==> config.mk <==
export PLATFORM = sky130hd
export DESIGN_NAME = serial_adder
export DESIGN_NICKNAME = d
export VERILOG_FILES = /design/src/rtl/serial_adder.sv
export SDC_FILE = /design/constraint.sdc
export NUM_CORES = 1
export LEC_CHECK = 0
export BUFFER_PORTS_ARGS = -buffer_cell sky130_fd_sc_hd__buf_4
export CAP_MARGIN = 10
export CORE_UTILIZATION = 45
export CTS_BUF_LIST = sky130_fd_sc_hd__clkbuf_8
export DETAILED_ROUTE_END_ITERATION = 16
export GPL_TIMING_DRIVEN = 0
export HOLD_SLACK_MARGIN = 0.15
export PLACE_DENSITY = 0.65
export SKIP_LAST_GASP = 1
export SLEW_MARGIN = 20
export SYNTH_ARGS = -nofsm -noshare
export SYNTH_HDL_FRONTEND = slang
export SYNTH_SLANG_ARGS = --single-unit
==> constraint.sdc <==
create_clock -name Clk -period 2.9 [get_ports Clk]
set_input_delay 0 -clock Clk [delete_from_list [all_inputs] [get_ports Clk]]
set_output_delay 0 -clock Clk [all_outputs]
set_load 0.01 [all_outputs]
==> src/rtl/serial_adder.sv <==
// Bit-serial WIDTH-bit adder: one full-adder slice (two half adders plus an OR)
// processes one bit per clock, LSB first, behind a Start/Busy/Done handshake.
module serial_adder #(
  parameter int WIDTH = 8
) (
  input  logic             Clk,
  input  logic             Reset,
  input  logic             Start,
  input  logic [WIDTH-1:0] A,
  input  logic [WIDTH-1:0] B,
  input  logic             Cin,
  output logic             Busy,
  output logic             Done,
  output logic [WIDTH-1:0] Sum,
  output logic             Cout
);

  localparam int CNT_W = (WIDTH > 2) ? $clog2(WIDTH) : 1;

  typedef enum logic [1:0] {IDLE, ADD, DONE} state_t;

  state_t             state, state_next;
  logic [CNT_W-1:0]   count;
  logic [WIDTH-1:0]   a_sh, b_sh;
  logic [WIDTH-2:0]   psum;
  logic               carry;
  logic               s0, c0, s1, c1;
  logic               carry_next;
  logic [WIDTH-1:0]   psum_full;
  logic               accept, last_bit;

  ha u_ha0 (.A(a_sh[0]), .B(b_sh[0]), .Sum(s0), .Cout(c0));
  ha u_ha1 (.A(s0),      .B(carry),   .Sum(s1), .Cout(c1));

  assign carry_next = c0 | c1;
  // Newest sum bit on top of the bits collected so far; complete on the last edge.
  assign psum_full  = {s1, psum};

  assign accept   = Start && (state == IDLE || state == DONE);
  assign last_bit = (state == ADD) && (count == CNT_W'(WIDTH - 1));

  assign Busy = (state == ADD);
  assign Done = (state == DONE);

  always_ff @(posedge Clk) begin
    if (Reset) state <= IDLE;
    else       state <= state_next;
  end

  always_comb begin
    state_next = state;
    case (state)
      IDLE:    if (Start) state_next = ADD;
      ADD:     if (last_bit) state_next = DONE;
      DONE:    state_next = Start ? ADD : IDLE;
      default: state_next = IDLE;
    endcase
  end

  always_ff @(posedge Clk) begin
    if (Reset) begin
      a_sh  <= '0;
      b_sh  <= '0;
      psum  <= '0;
      carry <= 1'b0;
      count <= '0;
      Sum   <= '0;
      Cout  <= 1'b0;
    end else if (accept) begin
      a_sh  <= A;
      b_sh  <= B;
      carry <= Cin;
      count <= '0;
    end else if (state == ADD) begin
      a_sh  <= a_sh >> 1;
      b_sh  <= b_sh >> 1;
      psum  <= psum_full[WIDTH-1:1];
      carry <= carry_next;
      count <= count + 1'b1;
      if (last_bit) begin
        Sum  <= psum_full;
        Cout <= carry_next;
      end
    end
  end

endmodule

// Half adder used as the building block of the serial full-adder slice.
module ha (
  input  logic A,
  input  logic B,
  output logic Sum,
  output logic Cout
);
  assign Sum  = A ^ B;
  assign Cout = A & B;
endmodule

==> impl_metrics.env <==
export IMPL_status="completed"
export IMPL_clk_latency_ps=300
export IMPL_async_flop_share_pct=0
export IMPL_cts_root_buf="clkbuf_8"
export IMPL_crit_type="reg2reg"
export IMPL_syn_num_nets=200
export IMPL_worstMarginPinSlew_ps=530.5
export IMPL_synthToLayoutAreaGrowth_pct=37.16
export IMPL_drc=0
export IMPL_cpMostUsedCell="ha_1"
export IMPL_gp_congestion=0.7625
export IMPL_grt_overflow=0
export IMPL_syn_inst=177
export IMPL_rsz0062_at_grt="false"
export IMPL_dieWidth_um=60.03
export IMPL_wl_per_cell_um=13.82
export IMPL_power_mw=1.142
export IMPL_synth_top_cell_area_share_pct=50.21
export IMPL_antenna_cells=0
export IMPL_swShare_pct=24.38
export IMPL_yosys_area_top_type="dfxtp_1"
export IMPL_synth_common_cells="40 x nand2_1, 38 x dfxtp_1, 19 x a21oi_1"
export IMPL_multi_input_area_sq_um=653.1
export IMPL_numPortBuffers=29
export IMPL_clkPwrFrac_pct=37.1
export IMPL_slew_headroom_pct=64.63
export IMPL_r2r_end="Sum[2]$_SDFFE_PP0P_"
export IMPL_final_hold_violation_count=0
export IMPL_p_leak_nw=0.8240
export IMPL_grt_pass1_wl_um=6410
export IMPL_p_sw_uw=278.4
export IMPL_num_rows=20
export IMPL_drtIter0Drc=118
export IMPL_r2r_start="count[0]$_SDFFE_PP0N_"
export IMPL_path_cells="ha_1 > ha_1 > clkbuf_1 > nand3_1 > a21oi_1"
export IMPL_synth_edf_count=0
export IMPL_dieArea_sq_um=3603
export IMPL_netlist_area_sq_um=1515
export IMPL_ff_latch_area_sq_um=760.7
export IMPL_vdd_drop_max_v=0.0003491
export IMPL_final_antenna_net_count=0
export IMPL_intPower_uw=863.4
export IMPL_fin_crit_sh_pct=47.58
export IMPL_core_area_sq_um=3128
export IMPL_viasPerCell=5.264
export IMPL_fin_tns_setup_ps=0
export IMPL_ys_flop_type="dfxtp_1"
export IMPL_synth_area_top_cells="dfxtp_1 50%, nand2_1 9.9%, a21oi_1 6.3%, a311oi_1 4.6%, nor3_1 4.6%"
export IMPL_drive_gt1_share_pct=20.69
export IMPL_nFillCells=278
export IMPL_cts_buffer_depth=2
export IMPL_timing_hold_worst_endpoint="a_sh[5]$_SDFFE_PP0P_"
export IMPL_fin_skew_ps=5.440
export IMPL_grt_pass1_vias=1445
export IMPL_yosysUniqueCellTypes=23
export IMPL_hp_start="Reset"
export IMPL_instances_no_fill=276
export IMPL_worst_hold_slack_ps=172.5
export IMPL_syn_area_per_cell_sq_um=8.560
export IMPL_synthMostInstantiatedCell="nand2_1"
export IMPL_hold_depth=2
export IMPL_grt_max_degree=12
export IMPL_ctsHtreeMaxLevel=2
export IMPL_yosys_warnings=0
export IMPL_yosysSeqAreaShare_pct=50.21
export IMPL_cp_arrival_ps=1600
export IMPL_initial_utilization_pct=48.44
export IMPL_reg2reg_depth=5
export IMPL_finalSetupViolations=0
export IMPL_drt_pass1_iterations=5
export IMPL_worstPathMaxFanout=10
export IMPL_maxCapViolCount=0
export IMPL_cts_buffers=5
export IMPL_ios=31
export IMPL_cts_sinks=38
export IMPL_final_min_clock_period_ps=1380
export IMPL_place_hpwl_um=2473
export IMPL_nets=254
export IMPL_dpl_cell_count=250
export IMPL_cp_slowest_cell="clkbuf_1"
export IMPL_antenna_found_initial=0
export IMPL_route_vias_total=1453
export IMPL_ys_seq_elements=38
export IMPL_slew_violations=0
export IMPL_sequentialPowerShare_pct=49.3
export IMPL_cp_start_kind="register"
export IMPL_grt_usage_pct=25.08
export IMPL_die_y_um=60.03
export IMPL_powerDensity_nw_per_um2=549.4
export IMPL_critPathMaxStageDelay_ps=360
export IMPL_wl_um=3815
export IMPL_cts_tree="yes"
export IMPL_end_kind="register"
export IMPL_p_comb_share_pct=13.6
export IMPL_cts_clk_slew_worst_paths_ps=70
export IMPL_required_ps=3120
export IMPL_hp_class="in2reg"
export IMPL_ff2ff_setup_slack_ps=1520
export IMPL_achievable_frequency_mhz=724.7
==> placed cells by master, fill, tap and decap left out, types with 3 or more instances in the layout <==
cell type / instances
buf_4: 32
dfxtp_1: 38
clkbuf_1: 5
o22ai_1: 5
nand3_1: 12
a21oi_1: 19
nor3_1: 14
a311oi_1: 8
nor2_1: 10
mux2i_1: 3
dlygate4sd3_1: 18
buf_2: 5
nand2_1: 40
clkbuf_8: 8
==> repair_timing <==
item / 4_1_cts / 5_1_grt
resized for setup: 0 / 0
hold endpoints to repair: 18 / 0
hold buffers: 18 / 0
setup endpoints to repair: 0 / 0
setup buffers: 0 / 0
==> cell families (layout without fill, tap and decap cells) <==
| kind of cell | count (synthesis) | count (layout) | synth area share, % |
|---|---|---|---|
| XOR/XNOR | 1 | 1 | 0.5781 |
| AO/OA/AOI/OAI | 35 | 35 | 14.45 |
| adder cells (fa/ha/maj) | 3 | 3 | 2.973 |
| AND/OR/NAND/NOR | 81 | 81 | 23.12 |
| buffers and inverters | 16 | 71 | 6.688 |
| multiplexers | 3 | 3 | 1.982 |
| flip-flops | 38 | 38 | 50.21 |
==> worst max-delay path by stage <==
stage | slack [ps] | from | to | depth (start not counted)
floorplan | 1710 | count[0]$_SDFFE_PP0N_ | state[0]$_SDFFE_PP0P_ | 5
global placement | 1560 | count[0]$_SDFFE_PP0N_ | Sum[2]$_SDFFE_PP0P_ | 5
detailed placement | 1530 | count[0]$_SDFFE_PP0N_ | Sum[2]$_SDFFE_PP0P_ | 5
CTS | 1510 | count[0]$_SDFFE_PP0N_ | Sum[2]$_SDFFE_PP0P_ | 5
global route | 1390 | count[0]$_SDFFE_PP0N_ | Cout$_SDFFE_PP0P_ | 5
finish | 1520 | count[0]$_SDFFE_PP0N_ | Sum[2]$_SDFFE_PP0P_ | 5
==> stage by stage <==
stage | setup slack [ps] | instance area [sq um] | utilization (%)
after global placement | 1556 | 1788 | 57.16
after global routing | 1393 | 2078 | 66.44
after detailed placement | 1532 | 1788 | 57.16
after floorplan | 1705 | 1515 | -
final | 1520 | 2078 | 66.44
after CTS | 1511 | 2078 | 66.44
==> routing by layer <==
metal,routed length [um],vias to the layer above,global-route usage (%)
li1,-,719,-
met1,1765,677,29.55
met2,1769,47,41.90
met3,172,10,6.061
met4,107,0,13.29
met5,0,-,0
==> state kept, by name, indices dropped and copies added, names as in the netlist <==
register  flops
state         2
b_sh          8
psum          7
carry         1
count         3
Sum           8
Cout          1
a_sh          8
==> critical path: cells and delay by family (launching register included) <==
kind,cells,cell delay (ps)
compound gates,1,140
fa+ha+maj,2,300
buf+inv,1,360
flops,1,350
simple gates,1,150
==> power groups by stage <==
stage	combinational, mW	clock, mW	sequential (mW)
CTS	0.154	0.433	0.562
detailed placement	0.134	0	0.573
global placement	0.130	0	0.573
finish	0.156	0.423	0.562
global route	0.170	0.451	0.565
floorplan	0.0901	0	0.570
==> cell type report <==
type / instances / share of cell area, %
Buffer: 15 / 4.455
Clock buffer: 8 / 5.298
Inverter: 1 / 0.4214
Multi-Input combinational cell: 123 / 31.43
Sequential cell: 38 / 36.60
Tap cell: 44 / 2.649
Timing Repair Buffer: 47 / 19.15
(Power assumes the default switching activity.)
